## config.mk

```make
export PLATFORM = sky130hd
export DESIGN_NAME = tdm_demux4
export DESIGN_NICKNAME = d
export VERILOG_FILES = /design/src/rtl/tdm_demux4.sv
export SDC_FILE = /design/constraint.sdc
export NUM_CORES = 1
export LEC_CHECK = 0
export CAP_MARGIN = 20
export CORE_MARGIN = 2
export CORE_UTILIZATION = 40
export CTS_CLUSTER_SIZE = 24
export DETAILED_ROUTE_END_ITERATION = 7
export PLACE_DENSITY = 0.73
export SETUP_SLACK_MARGIN = 0.1
export SYNTH_ARGS = -nofsm -noshare
export SYNTH_HDL_FRONTEND = slang
export SYNTH_SLANG_ARGS = --single-unit
```

## constraint.sdc

```tcl
create_clock -name clk -period 2.7 [get_ports clk]
set_input_delay 0.54 -clock clk [delete_from_list [all_inputs] [get_ports clk]]
set_output_delay 0.54 -clock clk [all_outputs]
set_load 0.005 [all_outputs]
```

## src/rtl/tdm_demux4.sv

```systemverilog
// tdm_demux4: recovers four parallel channels from a 4-slot TDM stream.
// A 2-bit slot counter is aligned by frame_sync. Slots 0..2 are held in
// shadow registers. The slot-3 beat moves the whole frame to A..D at once.
// Ports:
//   clk, rst         - clock and synchronous active-high reset
//   din, din_valid   - TDM sample and its one-beat qualifier
//   frame_sync       - marks a valid beat as slot 0
//   A, B, C, D       - registered channel outputs (slots 00..11)
//   S                - slot index the next valid beat is written to
//   frame_valid      - one-cycle pulse after A..D take a complete frame
//   sync_err         - one-cycle pulse after frame_sync arrives off slot 0
//   locked           - high once aligned to a frame_sync
module tdm_demux4 #(
   parameter int unsigned W = 1
) (
   input  logic         clk,
   input  logic         rst,
   input  logic [W-1:0] din,
   input  logic         din_valid,
   input  logic         frame_sync,
   output logic [W-1:0] A,
   output logic [W-1:0] B,
   output logic [W-1:0] C,
   output logic [W-1:0] D,
   output logic [1:0]   S,
   output logic         frame_valid,
   output logic         sync_err,
   output logic         locked
);

   localparam logic [0:0] ST_UNLOCKED = 1'b0;
   localparam logic [0:0] ST_LOCKED   = 1'b1;

   logic [0:0]   state_q, state_d;
   logic [1:0]   s_q, s_d;
   logic [W-1:0] sh0_q, sh1_q, sh2_q;
   logic [W-1:0] sh0_d, sh1_d, sh2_d;
   logic [W-1:0] a_q, b_q, c_q, d_q;
   logic [W-1:0] a_d, b_d, c_d, d_d;
   logic         fv_q, fv_d;
   logic         se_q, se_d;

   // State and datapath registers
   always_ff @(posedge clk) begin
      if (rst) begin
         state_q <= ST_UNLOCKED;
         s_q     <= 2'd0;
         sh0_q   <= '0;
         sh1_q   <= '0;
         sh2_q   <= '0;
         a_q     <= '0;
         b_q     <= '0;
         c_q     <= '0;
         d_q     <= '0;
         fv_q    <= 1'b0;
         se_q    <= 1'b0;
      end else begin
         state_q <= state_d;
         s_q     <= s_d;
         sh0_q   <= sh0_d;
         sh1_q   <= sh1_d;
         sh2_q   <= sh2_d;
         a_q     <= a_d;
         b_q     <= b_d;
         c_q     <= c_d;
         d_q     <= d_d;
         fv_q    <= fv_d;
         se_q    <= se_d;
      end
   end

   // Next-state and datapath logic
   always_comb begin
      state_d = state_q;
      s_d     = s_q;
      sh0_d   = sh0_q;
      sh1_d   = sh1_q;
      sh2_d   = sh2_q;
      a_d     = a_q;
      b_d     = b_q;
      c_d     = c_q;
      d_d     = d_q;
      fv_d    = 1'b0;
      se_d    = 1'b0;

      if (din_valid) begin
         case (state_q)
            ST_UNLOCKED: begin
               // Beats before the first marker carry no slot position
               if (frame_sync) begin
                  sh0_d   = din;
                  s_d     = 2'd1;
                  state_d = ST_LOCKED;
               end
            end
            default: begin
               if (frame_sync && (s_q != 2'd0)) begin
                  // Realign: drop the partial frame, this beat becomes slot 0
                  se_d  = 1'b1;
                  sh0_d = din;
                  s_d   = 2'd1;
               end else begin
                  case (s_q)
                     2'd0: sh0_d = din;
                     2'd1: sh1_d = din;
                     2'd2: sh2_d = din;
                     default: begin
                        a_d  = sh0_q;
                        b_d  = sh1_q;
                        c_d  = sh2_q;
                        d_d  = din;
                        fv_d = 1'b1;
                     end
                  endcase
                  s_d = s_q + 2'd1;
               end
            end
         endcase
      end
   end

   assign A           = a_q;
   assign B           = b_q;
   assign C           = c_q;
   assign D           = d_q;
   assign S           = s_q;
   assign frame_valid = fv_q;
   assign sync_err    = se_q;
   assign locked      = (state_q == ST_LOCKED);

endmodule

```

### Word-level counts from Yosys, hierarchy flattened

Index checks and enable logic that the tools add are counted.

* register bits: 12
* bits in latches: 0
* bits in writable memories: 0
* memory bits (read-only): 0
* input bits: 5
* output and inout bits: 9
* word-level logic and storage cells: 42
* memories: 0

* add/subtract/negate cells: 1
* multipliers: 0
* divide/modulo/power cells: 0
* order comparisons: 0
* equality and inequality tests: 3
* shift operators: 0
* mux-type cells: 11
* bitwise logic cells: 4
* reductions and logical operators: 12

Operator list (count)
* $reduce_and 4->1: 3
* $mux 1: 8
* $mux 2: 3
* $reduce_or 3->1: 2
* $not 1->1: 4
* $reduce_bool 2->1: 2
* $reduce_or 4->1: 1
* $ne 3x1->1 const B: 1
* $reduce_and 3->1: 1
* $add 2x1->2 const B: 1
* $eq 2x1->1 const B: 1
* $eq 2x2->1 const B: 1
* $logic_not 2->1: 1
* $reduce_and 2->1: 1
* $logic_and 1x1->1: 1

### Logic depth before layout (Yosys ltp)

* depth in word-level cells: 4
* gate-level depth with buffers: 6
* gate-level depth less buffers: 5

### Worst setup path after synthesis

OpenSTA, ideal clock, no wires.

* path kind: register to register
* start: register s_q[0], in the netlist S[0]
* end: register d_q, in the netlist D
* setup time: 0.122 ns
* data arrival time: 1.280 ns
* required time: 2.578 ns
* path slack: 1.298 ns
* cell stages (with the launch flop): 7
* path buffers: 1
* clock period less this slack: 1.402 ns
* cell sequence: dfxtp_1 > inv_1 > ha_1 > nand2b_1 > and3_4 > buf_6 > mux2i_1

* cells in the longest elaborated chain, start to end: 4
* elaborated cells between the ends (all ways): 9
* those cells by class: eq/ne (2); bitwise (2); reduce/logical (5)

RTL lines
* start: declaration: RTL line 35 `logic [1:0] s_q, s_d;`
* start signal: assignment: RTL line 47 `s_q <= 2'd0;`
* start signal: assignment: RTL line 59 `s_q <= s_d;`
* $eq 2x2->1 (tied with other cells): RTL line 103 `case (s_q)`
* $reduce_or 3->1 (no source line) or $logic_and 1x1->1 (tied branches)
* $not 1->1 (no source line)
* $reduce_and 4->1 (no source line) *
* end signal: assignment: RTL line 54 `d_q <= '0;`
* end signal: assignment: RTL line 66 `d_q <= d_d;`
* end: declaration: RTL line 38 `logic [W-1:0] a_q, b_q, c_q, d_q;`

Mark *: on every way between the ends. The rest lies on a longest branch, timed or not.
A chain may end at the register's enable or synchronous reset.

### Worst setup path in the final report

* start: register s_q[1], in the netlist S[1]
* end: output S[1]

RTL lines
* end: declaration: RTL line 25 `output logic [1:0] S,`

No word-level cell between the ends.

==> summary.txt <==
Iter 0 DRT Violations: 2
CTS clk-pin slew, worst paths: 0.07 ns
Via count: 397
Max reg flops: 2
Path category of the worst min-delay check: flop to flop
Slew Limit Fails: 0
CP startpoint kind: flop
Clock Path Buffers: 2
P_leak: 0.291 nW
RSZ-0062 raised after global routing: false
F_max: 574 MHz
Initial Utilization: 0.426
Final Net Count: 77
Detailed-router iteration count before antenna repair: 3
Mean number of vias per cell: 4.84
Root Buffer: clkbuf_4
Layout cells sized above 1: 0.119
Synth Cell Area: 554 µm²
Synth cell types: 19
R2R setup slack: 1.23 ns
Number of hold buffers added after cts: 0
Htree depth: 1
# clock sinks: 12
First-pass GRT wire length: 1590 µm
Req. time, crit path: 2.16 ns
Sequential fraction of the synthesis area: 0.433
Vias in the first global route: 393
Seq cells post-synth: 12
Peak supply drop: 0.000335 V
Relative slew slack: 0.740
Post-DP HPWL: 624 µm
FF-to-FF End: S[0]$_SDFFE_PP0P_
Post-Synthesis Cells: 53
Area grow syn2layout: 28.7%
Die ar.: 1700 µm²
Crit path max fanout: 5
Wirelength per Cell: 10.9 µm
CP Capture Type: output pin
Setup violations, final: 0
Buf+Inv Stages, Crit Path: 1
Pin count of the biggest net entering global routing: 14
MaxCap Viol Count: 0
Worst r2r src: S[0]$_SDFFE_PP0P_
Antenna Cells: 0
Crit path time final: 1.74 ns
Die H: 41.2 µm
Resized Gates After CTS: 0
Num rows: 13
Status: complete, no violations
DRT antenna net count: 0
Critical path's top delay family: buffers and inverters
GRT overflow: 0
Inst Count DP: 78
Cell taking the most area after synthesis: dfxtp_1
FF-to-FF path depth: 5
CP cell instances: clkdlybuf4s50_1
Total GRT Usage: 0.151
Cts bufs inserted: 3
CTS tree: done
Initial antenna violation count: 0
Total setup buffers inserted after CTS: 0
Final cell count without fillers: 82
Power Density: 499 nW/µm²
Post-synth top area share: 0.433
Core outline area: 1300 µm²
Hold Fails Final Rpt: 0
CP max stage delay: 0.53 ns
IO Port Bufs: 13
Worst-skew pair later-pin latency: 0.27 ns
Die W: 41.2 µm
Setup CP Type: flop to output pin
Ports: 14
Synth area leaders: dfxtp_1 (43%), mux2i_1 (13%), nand2b_1 (10%)
YS warnings: 0
Hold Crit Endpoint: A$_SDFFE_PP0P_
GP Congestion: 0.740
Actual slew at the worst max-slew pin: 0.389 ns
DRC: 0
WL final: 896 µm
Mapped Avg Cell Area: 10.5 µm²
Fin Setup TNS: 0 ns
Pwr Total: 0.000356 W
Crit path DAT: 1.20 ns
Slowest cell on crit path: clkdlybuf4s50_1
Crit share post-route: 0.645
Syn Nets: 62
Hold depth: 2
Setup Skew: 0.000807 ns
Min-Delay Startpoint: A$_SDFFE_PP0P_
logic make-up after synthesis:
logic type	count (synthesis)	share of synthesized area
mux	7	0.126
compound gates	5	0.0700
flops	12	0.433
fa+ha+maj	4	0.0903
buf+inv	5	0.0609
simple gates	20	0.219
power by group:
part           leakage (nW)  switching (W)  internal, W
Combinational         0.172      0.0000147    0.0000184
Sequential           0.0973     0.00000319     0.000181
Clock                0.0210      0.0000570    0.0000819
final cells by class:
type	count	area, µm²
Timing Repair Buffer	13	130
Fill cell	132	588
Inverter	2	7.51
Clock buffer	4	36.3
Sequential cell	12	240
Multi-Input combinational cell	36	280
Tap cell	15	18.8
Yosys cell counts:
library cell and count:
mux2i_1 7, a32oi_1 1, nor3b_1 1, nand2_1 1
a21o_1 1, nand3_1 3, and3_4 1, and3_2 1
o21ai_0 1, clkbuf_1 1, inv_1 2, nor2_1 3
and2_4 1, nand2b_1 9, ha_1 4, a211oi_2 1
dfxtp_1 12, a21oi_1 1, buf_6 2
worst max-delay path by stage:
stage,cells after the start,start,to,slack (ns)
6_report,1,S[1]$_SDFFE_PP0P_,S[1],0.96
5_1_grt,1,S[0]$_SDFFE_PP0P_,S[0],0.88
4_1_cts,1,S[0]$_SDFFE_PP0P_,S[0],0.94
3_5_place_dp,4,din_valid,C$_SDFFE_PP0P_,0.96
3_3_place_gp,3,rst,D$_SDFFE_PP0P_,0.98
2_1_floorplan,6,S[0]$_SDFFE_PP0P_,D$_SDFFE_PP0P_,1.30
metal layers:
layer / vias to the layer above / GRT usage / routed length [µm]
li1: 207 / - / -
met1: 180 / 0.166 / 437
met2: 10 / 0.234 / 414
met3: 0 / 0.0978 / 44
met4: 0 / 0.0484 / 0
met5: - / 0 / 0
stage by stage:
stage               cell area (µm²)  hold slack (ns)  worst slack, ns   util
global route                    713            0.495            0.879  0.548
global placement                677            0.463            0.977  0.520
finish                          713            0.479            0.958  0.548
CTS                             713            0.480            0.944  0.548
detailed placement              677            0.463            0.956  0.520
floorplan                       554            0.458             1.30      -
cell usage in the layout, fill, tap and decap left out:
cell / n
clkdlybuf4s50_1: 13
dfxtp_1: 12
ha_1: 4
a21o_1: 1
inv_1: 2
clkbuf_8: 1
and3_2: 1
clkbuf_4: 3
a21oi_1: 1
nor3b_1: 1
a32oi_1: 1
and2_4: 1
nand2_1: 1
and3_4: 1
nand2b_1: 9
nand3_1: 3
o21ai_0: 1
nor2_1: 3
a211oi_2: 1
mux2i_1: 7
(Power assumes the default switching activity.)
